**src/rtl/aud_recorder.sv**
```systemverilog
// I2S ADC capture: left-channel samples are written to consecutive SRAM words.
// Define AUD_REC_PEAK_EN to add the o_peak absolute-peak tracker.
module aud_recorder #(
    parameter int unsigned         DATA_W   = 16,
    parameter int unsigned         ADDR_W   = 20,
    parameter logic [ADDR_W-1:0]   MAX_ADDR = ADDR_W'(20'hFFFFF)
) (
    input  logic              i_clk,
    input  logic              i_rst_n,
    input  logic              i_start,
    input  logic              i_pause,
    input  logic              i_stop,
    input  logic              i_aud_bclk,
    input  logic              i_aud_adclrck,
    input  logic              i_aud_adcdat,
    output logic [ADDR_W-1:0] o_sram_addr,
    output logic [DATA_W-1:0] o_sram_data,
    output logic              o_sram_we,
    output logic [ADDR_W-1:0] o_end_addr,
    output logic              o_recording,
    output logic              o_full
`ifdef AUD_REC_PEAK_EN
    ,
    output logic [DATA_W-1:0] o_peak
`endif
);

    localparam int unsigned CNT_W = $clog2(DATA_W + 1);

    typedef enum logic [2:0] {
        S_IDLE  = 3'd0,
        S_WAIT  = 3'd1,
        S_SHIFT = 3'd2,
        S_WRITE = 3'd3,
        S_PAUSE = 3'd4
    } state_t;

    state_t             state, state_d;
    logic [1:0]         bclk_sync, lrck_sync, dat_sync;
    logic               bclk_prev, lrck_prev;
    logic               bclk_rise, lrck_fall, lrck_rise;
    logic [ADDR_W-1:0]  addr, addr_d;
    logic [DATA_W-1:0]  shift_q, shift_d;
    logic [CNT_W-1:0]   cnt, cnt_d;
    logic               we_d, full_d;
    logic [DATA_W-1:0]  data_d;
    logic [ADDR_W-1:0]  end_d;
`ifdef AUD_REC_PEAK_EN
    logic [DATA_W-1:0]  peak_d, mag;
`endif

    // Edge events; lrck is only examined on bclk rises so both edges are bit-aligned.
    assign bclk_rise = bclk_sync[1] & ~bclk_prev;
    assign lrck_fall = bclk_rise & ~lrck_sync[1] & lrck_prev;
    assign lrck_rise = bclk_rise & lrck_sync[1] & ~lrck_prev;

    // Synchronizers and previous-sample registers for the asynchronous I2S pins.
    always_ff @(posedge i_clk or negedge i_rst_n) begin
        if (!i_rst_n) begin
            bclk_sync <= '0;
            lrck_sync <= '0;
            dat_sync  <= '0;
            bclk_prev <= 1'b0;
            lrck_prev <= 1'b0;
        end else begin
            bclk_sync <= {bclk_sync[0], i_aud_bclk};
            lrck_sync <= {lrck_sync[0], i_aud_adclrck};
            dat_sync  <= {dat_sync[0], i_aud_adcdat};
            bclk_prev <= bclk_sync[1];
            if (bclk_rise) begin
                lrck_prev <= lrck_sync[1];
            end
        end
    end

    // Next-state and registered-output logic.
    always_comb begin
        state_d = state;
        addr_d  = addr;
        shift_d = shift_q;
        cnt_d   = cnt;
        we_d    = 1'b0;
        data_d  = o_sram_data;
        end_d   = o_end_addr;
        full_d  = o_full;
`ifdef AUD_REC_PEAK_EN
        peak_d  = o_peak;
        mag     = '0;
`endif
        case (state)
            S_IDLE: begin
                if (i_start) begin
                    state_d = S_WAIT;
                    addr_d  = '0;
                    end_d   = '0;
                    full_d  = 1'b0;
`ifdef AUD_REC_PEAK_EN
                    peak_d  = '0;
`endif
                end
            end
            S_WAIT: begin
                if (i_stop) begin
                    state_d = S_IDLE;
                end else if (i_pause) begin
                    state_d = S_PAUSE;
                end else if (lrck_fall) begin
                    // The detecting bclk rise is the I2S one-bit delay slot.
                    state_d = S_SHIFT;
                    cnt_d   = '0;
                end
            end
            S_SHIFT: begin
                if (i_stop) begin
                    state_d = S_IDLE;
                end else if (i_pause) begin
                    state_d = S_PAUSE;
                end else if (lrck_rise) begin
                    state_d = S_WAIT;
                end else if (bclk_rise) begin
                    shift_d = {shift_q[DATA_W-2:0], dat_sync[1]};
                    cnt_d   = cnt + 1'b1;
                    if (cnt_d == CNT_W'(DATA_W)) begin
                        state_d = S_WRITE;
                        we_d    = 1'b1;
                        data_d  = shift_d;
`ifdef AUD_REC_PEAK_EN
                        if (shift_d[DATA_W-1]) begin
                            mag = (shift_d == {1'b1, {(DATA_W-1){1'b0}}}) ?
                                  {1'b0, {(DATA_W-1){1'b1}}} : DATA_W'(~shift_d + 1'b1);
                        end else begin
                            mag = shift_d;
                        end
                        if (mag > o_peak) begin
                            peak_d = mag;
                        end
`endif
                    end
                end
            end
            S_WRITE: begin
                end_d = addr + 1'b1;
                if (addr == MAX_ADDR) begin
                    state_d = S_IDLE;
                    full_d  = 1'b1;
                end else begin
                    addr_d = addr + 1'b1;
                    if (i_stop) begin
                        state_d = S_IDLE;
                    end else if (i_pause) begin
                        state_d = S_PAUSE;
                    end else begin
                        state_d = S_WAIT;
                    end
                end
            end
            S_PAUSE: begin
                if (i_stop) begin
                    state_d = S_IDLE;
                end else if (!i_pause) begin
                    state_d = S_WAIT;
                end
            end
            default: state_d = S_IDLE;
        endcase
    end

    always_ff @(posedge i_clk or negedge i_rst_n) begin
        if (!i_rst_n) begin
            state       <= S_IDLE;
            addr        <= '0;
            shift_q     <= '0;
            cnt         <= '0;
            o_sram_addr <= '0;
            o_sram_data <= '0;
            o_sram_we   <= 1'b0;
            o_end_addr  <= '0;
            o_recording <= 1'b0;
            o_full      <= 1'b0;
`ifdef AUD_REC_PEAK_EN
            o_peak      <= '0;
`endif
        end else begin
            state       <= state_d;
            addr        <= addr_d;
            shift_q     <= shift_d;
            cnt         <= cnt_d;
            o_sram_addr <= (state_d == S_IDLE) ? '0 : addr_d;
            o_sram_data <= data_d;
            o_sram_we   <= we_d;
            o_end_addr  <= end_d;
            o_recording <= (state_d == S_WAIT) || (state_d == S_SHIFT) || (state_d == S_WRITE);
            o_full      <= full_d;
`ifdef AUD_REC_PEAK_EN
            o_peak      <= peak_d;
`endif
        end
    end

endmodule

```
**config.mk**
```make
export PLATFORM = sky130hd
export DESIGN_NAME = aud_recorder
export DESIGN_NICKNAME = d
export VERILOG_FILES = /design/src/rtl/aud_recorder.sv
export SDC_FILE = /design/constraint.sdc
export NUM_CORES = 1
export LEC_CHECK = 0
export BUFFER_PORTS_ARGS = -buffer_cell sky130_fd_sc_hd__buf_2
export CORE_MARGIN = 4
export CORE_UTILIZATION = 40
export CTS_BUF_LIST = sky130_fd_sc_hd__clkbuf_8
export DETAILED_ROUTE_END_ITERATION = 10
export REMOVE_ABC_BUFFERS = 1
export SKIP_CTS_REPAIR_TIMING = 1
export SYNTH_ARGS = -nofsm -noshare
export SYNTH_HDL_FRONTEND = slang
export SYNTH_SLANG_ARGS = --single-unit
```
**constraint.sdc**
```tcl
create_clock -name i_clk -period 2.9 [get_ports i_clk]
set_input_delay 0.58 -clock i_clk [delete_from_list [all_inputs] [get_ports i_clk]]
set_output_delay 0.58 -clock i_clk [all_outputs]
set_load 0.02 [all_outputs]
```
* Word level (Yosys, flattened, before mapping)
Cells that the tools add are included.
** Operators by class
- Multiplexer cells :: 38
- $mul :: 0
- Eq/ne operators :: 18
- Add/sub/neg operators :: 2
- Bitwise logic cells :: 11
- Reductions and logical operators :: 11
- Shift-type cells :: 0
- Magnitude comparators :: 0
- Div/mod/pow operators :: 0
** Operators by type and width (count)
- two-way mux 20 bit :: 4
- one-hot mux 20 bit (2 select lines) :: 2
- two-way mux 3 bit :: 14
- two-way mux 5 bit :: 7
- adder 20 x 1 -> 20 bit (second input constant) :: 1
- equality test 20 bit (second input constant) :: 1
- inequality test 2 bit (second input constant) :: 9
- one-hot mux 3 bit (5 select lines) :: 1
- equality test 3 x 2 -> 1 bit (second input constant) :: 4
- one-hot mux 5 bit (2 select lines) :: 1
- two-way mux 1 bit :: 8
- AND reduction 8 bit :: 1
- equality test 3 x 1 -> 1 bit (second input constant) :: 2
- zero test 3 bit :: 2
- inverter 1 bit :: 6
- AND reduction 6 bit :: 1
- adder 5 x 1 -> 5 bit (second input constant) :: 1
- bitwise AND 1 bit :: 5
- equality test 5 bit (second input constant) :: 1
- AND reduction 5 bit :: 1
- nonzero test 2 bit :: 2
- equality test 3 bit (second input constant) :: 1
- AND reduction 3 bit :: 1
- logical OR 1 bit :: 2
- other kinds (2) :: 2
** Storage, ports and cells
- Memories :: 0
- Memory bits (read-only) :: 0
- Output and inout port bits :: 59
- Bits in registers :: 110
- RAM bits :: 0
- Bits in latches :: 0

* Logic depth before layout (Yosys ltp)
Gate-level depths: netlist of the first run.
- Depth in word-level cells :: 11
- Depth in mapped cells :: 9
- Gate-level depth less buffers :: 7

* Worst setup path after synthesis of the first run
Ideal clock, no wire load.
- Kind :: input-to-reg
- Start :: input i_stop
- End :: register o_sram_data[10]
- Arrival time :: 1.938 ns
- Buffers on the path :: 1
- Required time :: 2.775 ns
- Stages :: 5
- Path slack :: 0.837 ns
- Cells stage by stage :: nor4_2 > nand2_1 > nor2_4 > buf_4 > mux2_2
** Between the ends
- Cells in the longest elaborated chain, start to end :: 2
** RTL lines
- start: declaration :: RTL line 12 : input logic i_stop,
- inverter 1 bit (no line)
- AND reduction 6 bit (no line)
- end signal: assignment :: RTL line 189 : o_sram_data <= data_d;
- end: declaration :: RTL line 17 : output logic [DATA_W-1:0] o_sram_data,
No other way between the ends.
A chain may end at the register's enable or synchronous reset.

* Final worst setup path of the first run
- Start :: register addr[0]
- End :: register o_sram_addr[17]
** Between the ends
- Cells in the longest elaborated chain, start to end :: 5
- Elaborated cells between the ends (all ways) :: 8
- Those cells by class :: add/sub (1); eq/ne (1); mux (5); reduce/logical (1)
** RTL lines
- start: declaration :: RTL line 42 : logic [ADDR_W-1:0] addr, addr_d;
- start signal: assignment :: RTL line 185 : addr <= addr_d;
- parallel branches: the longest is 4 deep, another holds adder 20 x 1 -> 20 bit
- two-way mux 20 bit (*) :: RTL line 188 : o_sram_addr <= (state_d == S_IDLE) ? '0 : addr_d;
- end signal: assignment :: RTL line 188
- end: declaration :: RTL line 16 : output logic [ADDR_W-1:0] o_sram_addr,
Every way passes the cells marked *.

==> results.sh, run 1 <==
export IMPL_status="complete, no violations"
export IMPL_period_needed_ps=2550
export IMPL_hold_path_class="primary input to asynchronous set/reset pin"
export IMPL_start_kind="register"
export IMPL_drt_iter0_drc=185
export IMPL_cts_root_buf="clkbuf_8"
export IMPL_grt_use_total=0.156
export IMPL_die_h_um=117
export IMPL_row_count=39
export IMPL_initial_core_util=0.411
export IMPL_synth_ff_type="dfrtp_1"
export IMPL_wl_um=10000
export IMPL_timing_setup_tns_ps=0
export IMPL_grt_max_degree=111
export IMPL_period_share=0.879
export IMPL_yosysUniqueCellTypes=61
export IMPL_fin_skew_ps=13.6
export IMPL_yosysSeqAreaShare=0.583
export IMPL_antenna_found_initial=0
export IMPL_synth_largest_area_cell="dfrtp_1"
export IMPL_cts_tree="done"
export IMPL_num_antenna_cells=0
export IMPL_arrival_ps=2780
export IMPL_drcViolationCount=0
export IMPL_dp_hpwl_um=6880
export IMPL_grt_overflow=0
export IMPL_dr_pass1_iters=4
export IMPL_startpoint="addr[0]"
export IMPL_portBuffers=66
export IMPL_async_reset_ff_frac=1.00
export IMPL_ios=67
export IMPL_crit_required_ps=3130
export IMPL_setup_viol=0
export IMPL_max_cap_violations=0
export IMPL_synth_edf_count=0
export IMPL_layout_cells_most_common="dfrtp_1"
export IMPL_clk_pin_slew_worst_paths_ps=100
export IMPL_ys_ff_latch=110
export IMPL_fmax_ghz=0.392
export IMPL_grt_pass1_vias=3290
export IMPL_vias=3271
export IMPL_cp_end_kind="register"
export IMPL_finalHoldViolations=0
export IMPL_synthTopCellsByArea="dfrtp_1 58%, mux2_2 7.4%, nand2_1 3.9%"
export IMPL_clock_sinks=110
export IMPL_cts_made_buffers=9
export IMPL_clkLatencyLatePin_ps=380
export IMPL_fp_coreArea_um2=11500
export IMPL_synthToLayoutAreaGrowth_pct=14.0
export IMPL_post_drt_wl_per_cell_um=16.2
export IMPL_drv_slew=0
export IMPL_synth_avg_cell_area_um2=11.7
export IMPL_layout_common_cells="110 x dfrtp_1, 65 x buf_2, 49 x nand2_1"
export IMPL_leakagePower_nw=2.66
export IMPL_synth_top_area_share=0.583
export IMPL_floorplan_die_area_um2=13600
export IMPL_crit_path_max_fanout=11
export IMPL_drive_above_1_share=0.307
export IMPL_rsz0062_at_grt="no"
export IMPL_ctsLongestPathBuffers=2
export IMPL_peakVddDrop_mv=0.231
export IMPL_grt_pass1_wl_um=16400
export IMPL_gp_congestion=0.814
export IMPL_yosysWarnings=0
export IMPL_slew_headroom=0.494
export IMPL_via_per_inst=5.29
export IMPL_crit_type="register to register"
export IMPL_htreeDepth=3
export IMPL_syn_cell_area_um2=4720
export IMPL_synth_cells=403
export IMPL_power_density_nw_per_um2=528
export IMPL_final_util=0.469
export IMPL_final_antenna_net_count=0
export IMPL_worst_pin_slew_ps=758
export IMPL_die_w_um=117
export IMPL_final_nets=482
export IMPL_r2r_start="addr[0]"
[per-stage QoR]
step           power (W)  instances  setup slack [ps]  cell area (um2)  hold slack [ps]
2_1_floorplan    0.00187        384              43.6             4610              284
3_3_place_gp     0.00204        604               506             5220              336
3_5_place_dp     0.00205        604               385             5220              336
4_1_cts          0.00289        618               354             5380              291
5_1_grt          0.00298        618               229             5380              294
6_report         0.00284        618               352             5380              264
[worst max-delay path: stages, from the launching register on]
cell and delay (ps):
dfrtp_1 440, ha_1 300, nand2_1 160, nor3_2 330
a31oi_1 180, a211o_1 310, nor2_2 590, nor2b_1 100
[cells in the mapped netlist (3+ instances only)]
library cell and number:
a21o_1 5, a21oi_1 7, a21oi_2 6, a22o_1 3
a31oi_1 9, buf_2 6, buf_6 4, clkbuf_1 8
dfrtp_1 110, inv_1 5, mux2_2 31, nand2_1 49
nand2b_1 4, nand3_1 13, nand4_1 5, nor2_1 17
nor2b_1 8, nor3_1 4, nor4_1 5, o21a_1 9
o21ai_0 29, o21bai_1 3, xnor2_1 9, xor2_1 7
[power breakdown]
part	internal (W)	switching, W	total [W]	leakage [nW]
registers	0.00157	0.0000534	0.00163	1.52
logic	0.000130	0.000260	0.000390	1.07
clock network	0.000324	0.000502	0.000826	0.0777
total	0.00203	0.000816	0.00284	2.66
[cell type report]
class | count | area [um2]
clock buffers | 10 | 138
repair buffers | 77 | 428
clock inverters | 4 | 26.3
flip-flops and latches | 110 | 2750
fillers | 1081 | 6090
inverters | 5 | 18.8
multi-input cells | 269 | 1840
well taps | 143 | 179
[registers in the layout (all words and copies together), names as in the netlist]
signal	flops
cnt	5
bclk_sync	2
o_end_addr	20
state	3
shift_q	15
o_sram_we	1
o_sram_data	16
lrck_sync	2
o_recording	1
o_sram_addr	20
o_full	1
dat_sync	2
addr	20
bclk_prev	1
lrck_prev	1
[worst paths after layout]
check / endpoint / depth (start not counted) / slack (ps)
worst max-delay path: o_sram_addr[17] / 7 / 350
worst min-delay path: o_sram_data[11] / 2 / 260
worst max register to register: o_sram_addr[17] / 7 / 350
worst min register to register: bclk_sync[1] / 0 / 350
max in group asynchronous: addr[10] / 2 / 2200
min in group i_clk: lrck_sync[0] / 1 / 320
[metal layers]
metal,global-route usage,up-vias,part of all wire
met5,0,-,0
met4,0.0589,0,0.013
met3,0.0399,13,0.059
met2,0.243,79,0.46
met1,0.211,1627,0.46
li1,-,1552,-
[logic make-up after synthesis]
logic type / count (synthesis) / synth area share
compound gates: 87 / 0.124
fa+ha+maj: 2 / 0.00530
xor+xnor: 16 / 0.0297
buf+inv: 24 / 0.0278
simple gates: 132 / 0.154
mux: 32 / 0.0761
flops: 110 / 0.583
(Power assumes the default switching activity.)
==> run 2: changes to the inputs <==
- CORE_ASPECT_RATIO: unset -> 0.9
- HOLD_SLACK_MARGIN: unset -> 0.03
==> run 2 against run 1 <==
Flip-flop and latch count unchanged. Critical path depth grew 1. Die area is essentially flat. Sequential power hardly changed. Routed wire length up 0.71%. Count of clock-buffer cells in the layout rose by 1. Clock skew fell by 4.8 ps. Setup slack better by 63 ps. Worst hold slack worse by 44 ps. Critical path type unchanged. Largest cell class unchanged. Highest routed layer unchanged.
==> results.sh, run 2 (synthesized netlist as in run 1, its figures left out) <==
export IMPL_crit_required_ps=3160
export IMPL_cts_tree="done"
export IMPL_max_cap_violations=0
export IMPL_grt_use_total=0.160
export IMPL_final_antenna_net_count=0
export IMPL_drt_iter0_drc=182
export IMPL_period_share=0.857
export IMPL_layout_cells_most_common="dfrtp_1"
export IMPL_cts_root_buf="clkbuf_8"
export IMPL_die_w_um=122
export IMPL_drcViolationCount=0
export IMPL_final_area_um2=5460
export IMPL_floorplan_die_area_um2=13600
export IMPL_cp_end_kind="register"
export IMPL_final_nets=485
export IMPL_rsz0062_at_grt="no"
export IMPL_antenna_found_initial=0
export IMPL_row_count=37
export IMPL_final_util=0.475
export IMPL_fillers=1118
export IMPL_start_kind="register"
export IMPL_dpl_cell_area_um2=5260
export IMPL_htreeDepth=3
export IMPL_slowest_stage="a211o_1"
export IMPL_wl_um=10100
export IMPL_finalHoldViolations=0
export IMPL_die_h_um=111
export IMPL_drv_slew=0
export IMPL_vias=3269
export IMPL_dp_hpwl_um=7100
export IMPL_hold_worst_slack_ps=220
export IMPL_dr_pass1_iters=4
export IMPL_grt_pass1_vias=3332
export IMPL_clock_sinks=110
export IMPL_cpPeakStageDelay_ps=440
export IMPL_gp_congestion=0.826
export IMPL_reg_top3="addr (20), o_end_addr (20), o_sram_addr (20)"
export IMPL_power_density_nw_per_um2=545
export IMPL_arrival_ps=2750
export IMPL_status="complete, no violations"
export IMPL_clk_pin_slew_worst_paths_ps=90
export IMPL_crit_chain="ha_1, nand2_1, nor3_2, a31oi_1, a211o_1, nor2_2, buf_4, nor2b_1"
export IMPL_grt_pass1_wl_um=17200
export IMPL_ctsLongestPathBuffers=2
export IMPL_leakagePower_nw=2.71
export IMPL_crit_path_max_fanout=10
export IMPL_ios=67
export IMPL_cp_top_family="simple AND/OR/NAND/NOR gates"
export IMPL_clkLatencyLatePin_ps=380
export IMPL_post_drt_wl_per_cell_um=15.9
export IMPL_peakVddDrop_mv=0.199
export IMPL_fmax_ghz=0.402
export IMPL_cts_made_buffers=9
export IMPL_period_needed_ps=2490
export IMPL_crit_type="register to register"
export IMPL_synthToLayoutAreaGrowth_pct=15.6
export IMPL_grt_max_degree=51
export IMPL_via_per_inst=5.14
export IMPL_pre_cts_ws_ps=473
export IMPL_initial_core_util=0.411
export IMPL_hold_path_class="primary input to asynchronous set/reset pin"
export IMPL_num_antenna_cells=0
export IMPL_slew_headroom=0.553
export IMPL_fp_coreArea_um2=11500
export IMPL_fin_ws_ps=415
export IMPL_timing_setup_tns_ps=0
export IMPL_fin_skew_ps=8.80
export IMPL_drive_above_1_share=0.313
export IMPL_portBuffers=66
export IMPL_layout_common_cells="110 x dfrtp_1, 65 x buf_2, 49 x nand2_1"
export IMPL_path_buf_inv=1
export IMPL_setup_viol=0
export IMPL_grt_overflow=0
export IMPL_worst_pin_slew_ps=663
run 2: cell count changes in the layout (fill, tap and decap cells not counted), sizes merged:
| cell | delta |
|---|---|
| inv | +1 |
| clkbuf | +1 |
| clkinvlp | -2 |
| clkinv | +1 |
| buf | +3 |
| bufinv | +1 |
run 2: worst paths after layout:
kind                         startpoint              end  slack [ps]  cells past startpoint
min                             i_rst_n    o_end_addr[9]         220                      1
max reg2reg                     addr[0]  o_sram_addr[12]         410                      8
min in group i_clk         i_aud_adcdat      dat_sync[0]         300                      1
max                             addr[0]  o_sram_addr[12]         410                      8
min reg2reg                bclk_sync[0]     bclk_sync[1]         360                      0
max in group asynchronous       i_rst_n  o_sram_addr[16]        1980                      2
run 2: final cells by class:
type / count / area [um2] / share of cell area
inverter: 5 / 18.8 / 0.00344
clock buffer: 11 / 151 / 0.0277
multi-input combinational: 269 / 1840 / 0.337
clock inverter: 5 / 50.0 / 0.00917
sequential: 110 / 2750 / 0.504
tap: 156 / 195 / 0.0358
timing repair buffer: 80 / 450 / 0.0825
run 2: metrics by stage:
step           total power [W]  std cells
2_1_floorplan          0.00187        384
3_3_place_gp           0.00205        620
3_5_place_dp           0.00206        620
4_1_cts                0.00301        636
5_1_grt                0.00312        636
6_report               0.00297        636
run 2: worst reg2reg max path, delay by kind of cell, from the launching register on:
family,cells,cell delay (ps)
AO/OA/AOI/OAI,2,590
flip-flops,1,430
buffers and inverters,1,250
AND/OR/NAND/NOR,4,810
adder cells (fa/ha/maj),1,300
run 2: per-layer routing:
metal	global-route usage	share of wire
met4	0.0500	0.012
met3	0.0418	0.046
met2	0.231	0.46
met1	0.235	0.49
met5	0	0
run 2: where the power goes:
| group | total, W | internal (W) | switching (W) |
|---|---|---|---|
| clock network | 0.000946 | 0.000440 | 0.000506 |
| logic | 0.000401 | 0.000134 | 0.000266 |
| registers | 0.00163 | 0.00157 | 0.0000539 |
